## config.mk

```make
export PLATFORM = sky130hd
export DESIGN_NAME = gate_test_sequencer_flat
export DESIGN_NICKNAME = d
export VERILOG_FILES = /design/src/rtl/gate_test_sequencer_if.sv /design/src/rtl/gate_test_sequencer.sv /design/src/flat_wrapper.sv
export SDC_FILE = /design/constraint.sdc
export NUM_CORES = 1
export LEC_CHECK = 0
export CAP_MARGIN = 40
export CORE_MARGIN = 5
export CORE_UTILIZATION = 30
export DETAILED_ROUTE_END_ITERATION = 7
export PLACE_DENSITY_LB_ADDON = 0.15
export RECOVER_POWER = 25
export SKIP_LAST_GASP = 1
export SYNTH_ARGS = -nofsm -noshare
export SYNTH_HDL_FRONTEND = slang
export SYNTH_SLANG_ARGS = --single-unit
```

## constraint.sdc

```tcl
create_clock -name clk -period 1.5 [get_ports clk]
set_input_delay 0.15 -clock clk [delete_from_list [all_inputs] [get_ports clk]]
set_output_delay 0.15 -clock clk [all_outputs]
set_load 0.02 [all_outputs]
```

## src/rtl/gate_test_sequencer_if.sv

```systemverilog
// Bundle between the gate sequencer, the gate under test and the status block.
// GATE_SEQ_ERRLOG_EN adds the first-failure log signals.
interface gate_test_sequencer_if #(
    parameter int ERRW = 3
);
    logic            start;
    logic            abort;
    logic            gate_y;
    logic            gate_a;
    logic            gate_b;
    logic            busy;
    logic            done;
    logic            pass;
    logic [ERRW-1:0] err_cnt;
    logic [1:0]      vec_idx;
`ifdef GATE_SEQ_ERRLOG_EN
    logic            fail_valid;
    logic [1:0]      fail_vec;
`endif

    modport master (
`ifdef GATE_SEQ_ERRLOG_EN
        output fail_valid,
        output fail_vec,
`endif
        input  start,
        input  abort,
        input  gate_y,
        output gate_a,
        output gate_b,
        output busy,
        output done,
        output pass,
        output err_cnt,
        output vec_idx
    );

    modport slave (
`ifdef GATE_SEQ_ERRLOG_EN
        input  fail_valid,
        input  fail_vec,
`endif
        output start,
        output abort,
        output gate_y,
        input  gate_a,
        input  gate_b,
        input  busy,
        input  done,
        input  pass,
        input  err_cnt,
        input  vec_idx
    );
endinterface

```

## src/rtl/gate_test_sequencer.sv

```systemverilog
// Sweeps a 2-input gate through 00,01,10,11 and checks y against TRUTH.
// GATE_SEQ_ERRLOG_EN adds fail_valid/fail_vec (first mismatching vector).
module gate_test_sequencer #(
    parameter int         SETTLE = 2,
    parameter logic [3:0] TRUTH  = 4'b0111,
    parameter int         ERRW   = 3
) (
    input  logic                  clk,
    input  logic                  rst_n,
    gate_test_sequencer_if.master bus
);
    localparam int CW = (SETTLE > 1) ? $clog2(SETTLE) : 1;
    localparam logic [ERRW-1:0] ERR_MAX = '1;

    typedef enum logic [1:0] {IDLE, DRIVE, SAMPLE, DONE} state_e;

    state_e          state_q, state_d;
    logic [1:0]      vec_q, vec_d;
    logic [CW-1:0]   cnt_q, cnt_d;
    logic [ERRW-1:0] err_q, err_d;
    logic            gate_a_q, gate_a_d;
    logic            gate_b_q, gate_b_d;
    logic            busy_q, busy_d;
    logic            done_q, done_d;
    logic            pass_q, pass_d;
    logic            mismatch;
`ifdef GATE_SEQ_ERRLOG_EN
    logic            fail_valid_q, fail_valid_d;
    logic [1:0]      fail_vec_q, fail_vec_d;
`endif

    always_comb begin
        state_d  = state_q;
        vec_d    = vec_q;
        cnt_d    = cnt_q;
        err_d    = err_q;
        pass_d   = pass_q;
        mismatch = 1'b0;
        unique case (state_q)
            IDLE: begin
                if (bus.start) begin
                    state_d = DRIVE;
                    vec_d   = 2'd0;
                    cnt_d   = '0;
                    err_d   = '0;
                    pass_d  = 1'b0;
                end
            end
            DRIVE: begin
                if (cnt_q == CW'(SETTLE - 1)) begin
                    state_d = SAMPLE;
                end else begin
                    cnt_d = cnt_q + CW'(1);
                end
            end
            SAMPLE: begin
                mismatch = (bus.gate_y != TRUTH[vec_q]);
                if (mismatch && err_q != ERR_MAX) begin
                    err_d = err_q + ERRW'(1);
                end
                if (vec_q == 2'd3) begin
                    state_d = DONE;
                    pass_d  = (err_d == '0);
                end else begin
                    state_d = DRIVE;
                    vec_d   = vec_q + 2'd1;
                    cnt_d   = '0;
                end
            end
            DONE: begin
                state_d = IDLE;
            end
        endcase
        // Abort freezes err/vec at their current values; a pending sample is dropped.
        if (bus.abort) begin
            state_d  = IDLE;
            vec_d    = vec_q;
            cnt_d    = cnt_q;
            err_d    = err_q;
            pass_d   = 1'b0;
            mismatch = 1'b0;
        end
        busy_d   = (state_d == DRIVE) || (state_d == SAMPLE);
        done_d   = (state_d == DONE);
        gate_a_d = busy_d & vec_d[1];
        gate_b_d = busy_d & vec_d[0];
    end

`ifdef GATE_SEQ_ERRLOG_EN
    always_comb begin
        fail_valid_d = fail_valid_q;
        fail_vec_d   = fail_vec_q;
        if (bus.abort || (state_q == IDLE && bus.start)) begin
            fail_valid_d = 1'b0;
            fail_vec_d   = 2'd0;
        end else if (mismatch && !fail_valid_q) begin
            fail_valid_d = 1'b1;
            fail_vec_d   = vec_q;
        end
    end
`endif

    always_ff @(posedge clk) begin
        if (!rst_n) begin
            state_q      <= IDLE;
            vec_q        <= 2'd0;
            cnt_q        <= '0;
            err_q        <= '0;
            gate_a_q     <= 1'b0;
            gate_b_q     <= 1'b0;
            busy_q       <= 1'b0;
            done_q       <= 1'b0;
            pass_q       <= 1'b0;
`ifdef GATE_SEQ_ERRLOG_EN
            fail_valid_q <= 1'b0;
            fail_vec_q   <= 2'd0;
`endif
        end else begin
            state_q      <= state_d;
            vec_q        <= vec_d;
            cnt_q        <= cnt_d;
            err_q        <= err_d;
            gate_a_q     <= gate_a_d;
            gate_b_q     <= gate_b_d;
            busy_q       <= busy_d;
            done_q       <= done_d;
            pass_q       <= pass_d;
`ifdef GATE_SEQ_ERRLOG_EN
            fail_valid_q <= fail_valid_d;
            fail_vec_q   <= fail_vec_d;
`endif
        end
    end

    assign bus.gate_a  = gate_a_q;
    assign bus.gate_b  = gate_b_q;
    assign bus.busy    = busy_q;
    assign bus.done    = done_q;
    assign bus.pass    = pass_q;
    assign bus.err_cnt = err_q;
    assign bus.vec_idx = vec_q;
`ifdef GATE_SEQ_ERRLOG_EN
    assign bus.fail_valid = fail_valid_q;
    assign bus.fail_vec   = fail_vec_q;
`endif

endmodule

```

## src/flat_wrapper.sv

```systemverilog
// flat-port wrapper written by rule: the top's interface ports become plain ports
module gate_test_sequencer_flat 
#(
    parameter int         SETTLE = 2,
    parameter logic [3:0] TRUTH  = 4'b0111,
    parameter int         ERRW   = 3
)
  (clk, rst_n, bus_start, bus_abort, bus_gate_y, bus_gate_a, bus_gate_b, bus_busy, bus_done, bus_pass, bus_err_cnt, bus_vec_idx);
  gate_test_sequencer_if #(.ERRW(ERRW)) bus_i ();
  input  logic clk;
  input  logic rst_n;
  input wire logic [$bits(bus_i.start)-1:0] bus_start;
  input wire logic [$bits(bus_i.abort)-1:0] bus_abort;
  input wire logic [$bits(bus_i.gate_y)-1:0] bus_gate_y;
  output wire logic [$bits(bus_i.gate_a)-1:0] bus_gate_a;
  output wire logic [$bits(bus_i.gate_b)-1:0] bus_gate_b;
  output wire logic [$bits(bus_i.busy)-1:0] bus_busy;
  output wire logic [$bits(bus_i.done)-1:0] bus_done;
  output wire logic [$bits(bus_i.pass)-1:0] bus_pass;
  output wire logic [$bits(bus_i.err_cnt)-1:0] bus_err_cnt;
  output wire logic [$bits(bus_i.vec_idx)-1:0] bus_vec_idx;
  assign bus_i.start = bus_start;
  assign bus_i.abort = bus_abort;
  assign bus_i.gate_y = bus_gate_y;
  assign bus_gate_a = bus_i.gate_a;
  assign bus_gate_b = bus_i.gate_b;
  assign bus_busy = bus_i.busy;
  assign bus_done = bus_i.done;
  assign bus_pass = bus_i.pass;
  assign bus_err_cnt = bus_i.err_cnt;
  assign bus_vec_idx = bus_i.vec_idx;
  gate_test_sequencer #(.SETTLE(SETTLE), .TRUTH(TRUTH), .ERRW(ERRW)) u_core (.clk(clk), .rst_n(rst_n), .bus(bus_i));
endmodule
```

* Word level (Yosys, flattened, before mapping) *
Cells that the tools add are included.
Widths: inputs -> output; s select.

storage, ports and cells
  bits in registers = 13
  output and inout port bits = 10
  word-level logic and storage cells = 60
  input port bits = 5

cells by class
  equal/unequal tests = 12
  add/subtract/negate cells = 3
  reductions and logical operators = 10
  bitwise logic cells = 4
  muxes and demuxes = 21
  order comparisons = 1

operators by type and width
  kind                 number
  $mux 2               7
  $eq 2x2->1 const B   5
  $mux 3               3
  $pmux 2 s4           1
  $pmux 3 s2           1
  $reduce_and 3->1     2
  $mux 1               5
  $eq 2x1->1 const B   2
  $ne 2x2->1 const B   2
  $pmux 2 s2           1
  $reduce_and 4->1     1
  $add 3x1->3 const B  1
  $logic_not 3->1      1
  $lt 2x3->1 const B   1
  $ne 3x3->1 const B   1
  $pmux 1 s3           1
  $reduce_bool 3->1    1
  $add 2x1->2 const B  1
  $and 1x1->1          2
  $bmux 1 s2           1
  $logic_not 2->1      1
  $ne 2x1->1 const B   1
  $not 1->1            2
  $pmux 1 s2           1
  other kinds (6)      6

* Logic depth before layout (Yosys ltp) *
Gate-level depths: netlist of run 1.

  word-level depth = 9
  depth in mapped cells = 8
  mapped depth without buffers = 7

* Worst setup path after synthesis of run 1 *
No wires, ideal clock.

  kind = reg2reg
  start = reg u_core.vec_q[0] (netlist: u_core.bus.vec_idx[0])
  end = reg u_core.gate_b_q (netlist: u_core.bus.gate_b)
  stages on the path, launching flop included = 8
  setup time = 0.115 ns
  arrival time = 1.450 ns
  period minus slack after synthesis = 1.565 ns
  required time = 1.385 ns
  buffers on the path = 0
  slack = -0.065 ns
  cell sequence = dfxtp_1 > nand3_1 > nor2_1 > a31oi_1 > nor2_1 > ha_1 > and2_1 > and2_1

between the ends
  longest elaborated chain between the ends = 7
  elaborated cells on any way between the ends = 13
  those cells by class = 1 x add/sub; 3 x eq/ne; 7 x mux; 1 x bitwise; 1 x reduce/logical

ends and longest elaborated chain
  item                                      line                        RTL
  start: declaration                        gate_test_sequencer.sv:18   logic [1:0] vec_q, vec_d;
  start signal: assignment                  gate_test_sequencer.sv:120  vec_q <= vec_d;
  $eq 2x2->1 *                              gate_test_sequencer.sv:61   if (vec_q == 2'd3) begin
  $mux 2 *                                  gate_test_sequencer.sv:61
  $pmux 2 s4 *                              gate_test_sequencer.sv:39   unique case (state_q)
  $mux 2 *                                  gate_test_sequencer.sv:75   if (bus.abort) begin
  net u_core.state_d[1]                     gate_test_sequencer.sv:17   state_e state_q, state_d;
  $eq 2x1->1 or $eq 2x2->1 (tied branches)  gate_test_sequencer.sv:83   busy_d = (state_d == DRIVE) || (state_d == SAMPLE);
  $logic_or 1x1->1 *                        gate_test_sequencer.sv:83
  net u_core.busy_d                         gate_test_sequencer.sv:23   logic busy_q, busy_d;
  $and 1x1->1 *                             gate_test_sequencer.sv:86   gate_b_d = busy_d & vec_d[0];
  end signal: assignment                    gate_test_sequencer.sv:124  gate_b_q <= gate_b_d;
  end: declaration                          gate_test_sequencer.sv:22   logic gate_b_q, gate_b_d;

The timed path passes the listed nets; every way through them passes the cells marked *.
A chain may end at the register's enable or synchronous reset.

* Worst setup path in the final report of run 1 *
  start = reg u_core.state_q[1]
  end = reg u_core.gate_a_q (netlist: u_core.bus.gate_a)

between the ends
  longest elaborated chain between the ends = 6
  elaborated cells on any way between the ends = 14
  those cells by class = 5 x eq/ne; 6 x mux; 1 x bitwise; 2 x reduce/logical

ends and longest elaborated chain
  item                                      line                        RTL
  start: declaration                        gate_test_sequencer.sv:17
  start signal: assignment                  gate_test_sequencer.sv:119  state_q <= state_d;
  $eq 2x2->1 (tied with other cells)        gate_test_sequencer.sv:39
  $pmux 2 s4 *                              gate_test_sequencer.sv:39
  $mux 2 *                                  gate_test_sequencer.sv:75
  net u_core.state_d[1]                     gate_test_sequencer.sv:17
  $eq 2x1->1 or $eq 2x2->1 (tied branches)  gate_test_sequencer.sv:83
  $logic_or 1x1->1 *                        gate_test_sequencer.sv:83
  net u_core.busy_d                         gate_test_sequencer.sv:23
  $and 1x1->1 *                             gate_test_sequencer.sv:85   gate_a_d = busy_d & vec_d[1];
  end signal: assignment                    gate_test_sequencer.sv:123  gate_a_q <= gate_a_d;
  end: declaration                          gate_test_sequencer.sv:21   logic gate_a_q, gate_a_d;

Marks and branches as above.

==> results of run 1 <==
-- final cells by class --
| class | instances | area [sq um] |
|---|---|---|
| fillers | 219 | 1200 |
| flip-flops and latches | 13 | 267 |
| multi-input cells | 56 | 373 |
| repair buffers | 26 | 235 |
| clock buffers | 4 | 26.3 |
| well taps | 28 | 35.0 |
| inverters | 4 | 15.0 |
-- through the flow --
stage / util (%) / setup TNS [ps] / cells / hold slack [ps]
after floorplan: - / 0 / 77 / 226
after global placement: 42.3 / -45.8 / 126 / 515
after detailed placement: 42.3 / -94.1 / 126 / 517
after CTS: 43.7 / 0 / 130 / 530
after global routing: 44.3 / -28.1 / 131 / 557
final: 44.3 / 0 / 131 / 528
-- placed cells by master, fill, tap and decap left out, types with 2 or more instances in the layout --
cell type / n
a41o_1: 2
clkbuf_1: 2
nand3_1: 5
buf_4: 11
nor3_1: 2
mux2i_1: 2
a21oi_1: 6
clkbuf_4: 3
dfxtp_2: 2
clkdlybuf4s50_1: 9
o21ai_0: 3
o22ai_1: 3
dlygate4sd2_1: 3
inv_1: 4
nand2_1: 7
dfxtp_1: 10
and2_1: 6
ha_1: 3
nor2_1: 3
-- cells by family (layout without fill, tap and decap cells) --
family          Yosys count  in the layout  share of synthesized area (%)
compound gates           21             21                           22.4
fa+ha+maj                 3              3                           5.74
buf+inv                   8             34                           4.97
flops                    13             13                           39.8
mux                       2              2                           3.06
simple gates             30             30                           24.1
-- routing by layer --
layer / part of all wire, % / vias to the layer above / global-route usage, % / routed length, um
met3: 8.1 / 5 / 5.29 / 128
met4: 2.5 / 0 / 5.08 / 39
met2: 44 / 20 / 17.0 / 700
met5: 0 / - / 0 / 0
met1: 45 / 320 / 12.8 / 714
li1: - / 329 / - / -
-- flip-flops by register name, summed over array words and instances, names as in the netlist --
| signal | count |
|---|---|
| u_core.bus.vec_idx | 2 |
| u_core.bus.gate_a | 1 |
| u_core.bus.done | 1 |
| u_core.bus.pass | 1 |
| u_core.bus.gate_b | 1 |
| u_core.cnt_q | 1 |
| u_core.state_q | 2 |
| u_core.bus.busy | 1 |
| u_core.bus.err_cnt | 3 |
-- power breakdown --
part | switching (mW) | internal, mW
logic | 0.0373 | 0.0388
clock network | 0.121 | 0.103
registers | 0.00367 | 0.347
total | 0.162 | 0.489
-- worst register-to-register path, cell delays in order, from the launching register on --
cell	delay, ps
dfxtp_4	360
nand3_1	110
nor2_1	70
a31oi_2	170
nor2_1	70
ha_1	260
and2_1	170
and2_1	130
-- repair_timing --
item,in CTS,in global routing
cloned,0,0
resized for setup,4,5
setup endpoints to repair,5,5
buffers inserted,0,1
pin swaps,0,1
-- path summary, 6_finish.rpt --
kind | start | to | cells past startpoint
worst min-delay path | u_core.bus.pass$_SDFFE_PP0P_ | u_core.bus.pass$_SDFFE_PP0P_ | 2
worst min register to register | u_core.bus.pass$_SDFFE_PP0P_ | u_core.bus.pass$_SDFFE_PP0P_ | 2
worst max-delay path | u_core.state_q[1]$_SDFF_PN0_ | u_core.bus.gate_a$_SDFF_PN0_ | 7
worst max register to register | u_core.state_q[1]$_SDFF_PN0_ | u_core.bus.gate_a$_SDFF_PN0_ | 7
==> qor.csv, run 1 <==
stage,metric,value,unit
synth,most instantiated library cell after synthesis,dfxtp_1,
setup_path,worst-path cell chain,nand3_1 > nor2_1 > a31oi_2 > nor2_1 > ha_1 > and2_1 > and2_1,
final_layout,final instance area,951,sq um
clocking,Sink Count,13,
synth,"Avg Cell Area, Syn",8.50,sq um
synth,Syn Nets,85,
synth,synthesized cell area,654,sq um
grt,first-pass GRT wire length,2730,um
setup_path,CP max FO,4,
final_layout,Area Growth Syn to Fin,45.3,%
floorplan,die area,3220,sq um
sta,Final Skew,8.20,ps
setup_path,R2R setup slack,60,ps
power_and_ir_drop,Pleak,0.439,nW
floorplan,num rows,17,
flow_run,max-cap violations,0,
sta,Slew HR,83.2,%
clocking,clk slew on worst S/H paths,90,ps
synth,synthesis-stage register bit count,13,
route,Routed Antenna Nets,0,
floorplan,Boundary Pins,15,
floorplan,Die X-Extent,56.7,um
min_path,worst min path class,reg2reg,
route,via count,674,
sta,RSZ-0062 raised after global routing,yes,
clocking,Root Driver,clkbuf_4,
floorplan,Die Ht,56.7,um
clocking,number of buffers created by CTS,3,
clocking,CTS tree,done,
grt,global route overflow,0,
setup_path,max incr delay on CP,360,ps
final_layout,Antenna Cells,0,
synth,Cells after Synth,77,
placed_design,"Cell Area, Placed",910,sq um
grt,largest net degree at the start of global routing,18,
setup_path,CP Buf/Inv Count,0,
synth,Main synth FF type,dfxtp_1,
synth,Post-synth EDFFs,0,
placed_design,HPWL after DPL,1170,um
clocking,CTS Buffer Depth,2,
route,routed len/inst,12.1,um
clocking,hold_buf cts,0,
route,DR iter-0 viols,14,
setup_path,crit path DAT,1620,ps
sta,Least-Margin Pin Slew,254,ps
synth,Async SR Flop Fraction,0,%
sta,final hold viol count,0,
grt,vias in the first global route,630,
power_and_ir_drop,Power Dens Cells,685,nW/um^2
synth,Yosys warnings,0,
placed_design,RD Place Congestion,0.686,
grt,GRT Overall Usage,11.0,%
setup_path,Worst EP required,1680,ps
synth,synth top area cells,"dfxtp_1 (40%), and2_1 (6.7%), ha_1 (5.7%)",
sta,period utilisation layout,95.9,%
final_layout,layout cell share with drive strength beyond 1,21.4,%
sta,Final setup viols,0,
sta,fin crit period,1440,ps
route,final WL,1580,um
run_status,status,finished clean,
placed_design,Port Buf Inserts,14,
final_layout,Final #Nets,112,
setup_path,type of origin of the critical path,flop,
placed_design,dpl ws,-49.5,ps
clocking,H-tree depth,1,
power_and_ir_drop,Tot Pwr,651,uW
grt,initial antenna violation count,0,
route,DR pass1 iterations,4,
route,Via density,5.15,
synth,Yosys top cell area share,39.8,%
synth,"Seq/Total Area, Yosys",39.8,%
setup_path,cell family with most CP delay,simple AND/OR/NAND/NOR gates,
sta,"Slew Viols, Final",0,
setup_path,Crit Path Category,reg2reg,
setup_path,Slowest cell on crit path,dfxtp_4,
synth,"area leader, netlist",dfxtp_1,
clocking,clk_lat worst skew,280,ps
synth,Post-synth top cells,"dfxtp_1 (13), and2_1 (7), nand2_1 (7), a21oi_1 (6), nand3_1 (5)",
route,# DRC,0,
power_and_ir_drop,Max VDD drop,0.362,mV
setup_path,crit end category,flop,
sta,timing-limited maximum frequency,695,MHz
synth,"Distinct cells, synth",27,
floorplan,Initial Utilization,30.5,%
floorplan,core box area,2150,sq um
sta,worst setup slack after layout,61.4,ps
Power figures use the tool's default switching activity.
==> inputs of run 2 (changes only) <==
Settings changed: MAX_ROUTING_LAYER set to met4.
Clock period 1.5 ns to 1.4 ns, I/O delays scaled along.
==> run 2 against run 1 <==
Sequential cell count is the same. Via count shrank 4.2%. Non-clock buffer count grew 4. Total power grew 8.2%. Global-route usage grew 0.25 points. Sequential share of layout area shrank 1.5 points. Largest cell class unchanged.
==> qor.csv, run 2 (synthesis results as in run 1) <==
stage,metric,value,unit,change
clocking,CTS tree,done,,
floorplan,num rows,17,,unchanged
route,DR iter-0 viols,13,,-1
floorplan,die area,3220,sq um,unchanged
power_and_ir_drop,Sw Ratio,25.1,%,+0.20 points
final_layout,Antenna Cells,0,,unchanged
grt,first-pass GRT wire length,2670,um,-2.0%
setup_path,type of origin of the critical path,flop,,
final_layout,"non-filler cells, final",135,,+3.1%
sta,timing-limited maximum frequency,721,MHz,+3.7%
route,final WL,1610,um,+1.7%
sta,WHS,523,ps,-5.33 ps
sta,final hold viol count,0,,unchanged
floorplan,Boundary Pins,15,,unchanged
sta,Least-Margin Pin Slew,251,ps,-2.45 ps
final_layout,max FFs per register,3,,unchanged
sta,fin crit period,1390,ps,-51.9 ps
run_status,status,finished clean,,
grt,largest net degree at the start of global routing,18,,unchanged
clocking,Root Driver,clkbuf_4,,
route,Routed Antenna Nets,0,,unchanged
power_and_ir_drop,Net Sw Power,177,uW,+9.0%
clocking,number of buffers created by CTS,3,,unchanged
final_layout,most frequent cells in the layout,"buf_4 (15), dfxtp_1 (8), nand2_1 (7), clkdlybuf4s50_1 (7), and2_1 (6)",,
final_layout,Area Growth Syn to Fin,55.1,%,
floorplan,Die X-Extent,56.7,um,unchanged
power_and_ir_drop,power share of the combinational group,12.4,%,+0.7 points
final_layout,layout cell share with drive strength beyond 1,34.6,%,+13 points
clocking,H-tree depth,1,,unchanged
setup_path,Crit Path Category,reg2reg,,
route,via count,646,,-4.2%
sta,Final setup viols,0,,unchanged
placed_design,dpl ws,-129,ps,-79.4 ps
grt,initial antenna violation count,0,,unchanged
grt,global route overflow,0,,unchanged
power_and_ir_drop,Pint,528,uW,+7.9%
floorplan,Die Ht,56.7,um,unchanged
grt,GRT Overall Usage,11.3,%,+0.25 points
sta,period utilisation layout,99.1,%,+3.1 points
grt,vias in the first global route,606,,-3.8%
route,DR pass1 iterations,4,,unchanged
floorplan,core box area,2150,sq um,unchanged
sta,Slew HR,83.3,%,+0.16 points
route,Via density,4.79,,-7.0%
setup_path,crit end category,flop,,
placed_design,HPWL after DPL,1130,um,-3.0%
setup_path,Worst EP required,1570,ps,-110 ps
clocking,Sink Count,13,,unchanged
power_and_ir_drop,Power Dens Cells,694,nW/um^2,+1.4%
final_layout,Final #Nets,116,,+3.6%
route,routed len/inst,11.9,um,-1.3%
sta,setup TNS,0,ps,unchanged
final_layout,"most common cell after layout, fill and taps aside",buf_4,,
power_and_ir_drop,Pleak,0.443,nW,+0.79%
clocking,clk slew on worst S/H paths,90,ps,about the same
placed_design,placed cell count,129,,+2.4%
sta,worst setup slack after layout,13.3,ps,-48.1 ps
placed_design,RD Place Congestion,0.671,,-2.2%
floorplan,Initial Utilization,30.5,%,unchanged
flow_run,max-cap violations,0,,unchanged
placed_design,Port Buf Inserts,14,,unchanged
power_and_ir_drop,clock power share,34.1,%,-0.4 points
setup_path,crit path DAT,1560,ps,-60 ps
final_layout,Layout fillers,213,,-2.7%
clocking,clk_lat worst skew,280,ps,about the same
power_and_ir_drop,sequential share of power,53.5,%,-0.4 points
final_layout,final instance area,1010,sq um,+6.7%
sta,RSZ-0062 raised after global routing,yes,,
clocking,CTS Buffer Depth,2,,unchanged
placed_design,"Cell Area, Placed",947,sq um,+4.1%
setup_path,CP max FO,3,,-1
route,# DRC,0,,unchanged
sta,"Slew Viols, Final",0,,unchanged
power_and_ir_drop,Max VDD drop,0.335,mV,-7.5%
sta,Final Skew,10.3,ps,+2.06 ps
min_path,worst min path class,reg2reg,,
## run 2: cell count changes in the layout (fill, tap and decap cells not counted), sizes merged
cell           before  now
buf                12   16
dlygate4sd3         0    1
dlygate4sd2         3    5
clkdlybuf4s50       9    7
dlymetal6s2s        1    0
## run 2: power by group through the flow
stage	sequential, mW	combinational, mW	clock, mW
2_1_floorplan	0.388	0.0385	0
3_3_place_gp	0.386	0.0802	0
3_5_place_dp	0.386	0.0811	0
4_1_cts	0.377	0.0834	0.250
5_1_grt	0.377	0.0956	0.271
6_report	0.377	0.0872	0.240
## run 2: routing by layer
metal  GRT usage (%)  part of all wire [%]  vias to the layer above
li1                -                     -                      338
met1            12.9                    46                      295
met2            16.8                    48                       11
met3            3.68                   4.2                        2
met4            7.12                   1.1                        0
met5               -                     0                        -
## run 2: path summary, 6_finish.rpt
path	from	endpoint	slack [ps]	cells after the start
min reg2reg	u_core.bus.pass$_SDFFE_PP0P_	u_core.bus.pass$_SDFFE_PP0P_	520	2
max	u_core.bus.vec_idx[1]$_SDFF_PN0_	u_core.bus.gate_a$_SDFF_PN0_	10	7
min	u_core.bus.pass$_SDFFE_PP0P_	u_core.bus.pass$_SDFFE_PP0P_	520	2
max reg2reg	u_core.bus.vec_idx[1]$_SDFF_PN0_	u_core.bus.gate_a$_SDFF_PN0_	10	7
## run 2: what timing repair did
item,CTS,global route
setup buffers,1,1
hold buffers,0,0
setup endpoints to repair,9,6
gates resized for setup,12,8
pin swaps,0,7
## run 2: area by class of cell
| type | count | area, sq um | share of cell area [%] |
|---|---|---|---|
| repair buffers | 30 | 260 | 25.6 |
| multi-input cells | 56 | 409 | 40.3 |
| inverters | 4 | 15.0 | 1.48 |
| flip-flops and latches | 13 | 269 | 26.5 |
| clock buffers | 4 | 26.3 | 2.59 |
| well taps | 28 | 35.0 | 3.45 |
## run 2: stage by stage
stage          power, mW  util (%)
2_1_floorplan      0.426         -
3_3_place_gp       0.467      44.1
3_5_place_dp       0.467      44.1
4_1_cts            0.710      46.3
5_1_grt            0.744      47.2
6_report           0.704      47.2
## run 2: critical path, cell delays in order (launching register included)
cell     delay (ps)
dfxtp_1         340
nand3_4         100
nor2_2           40
a31oi_2         170
nor2_1           80
ha_1            290
and2_4          140
and2_1          120
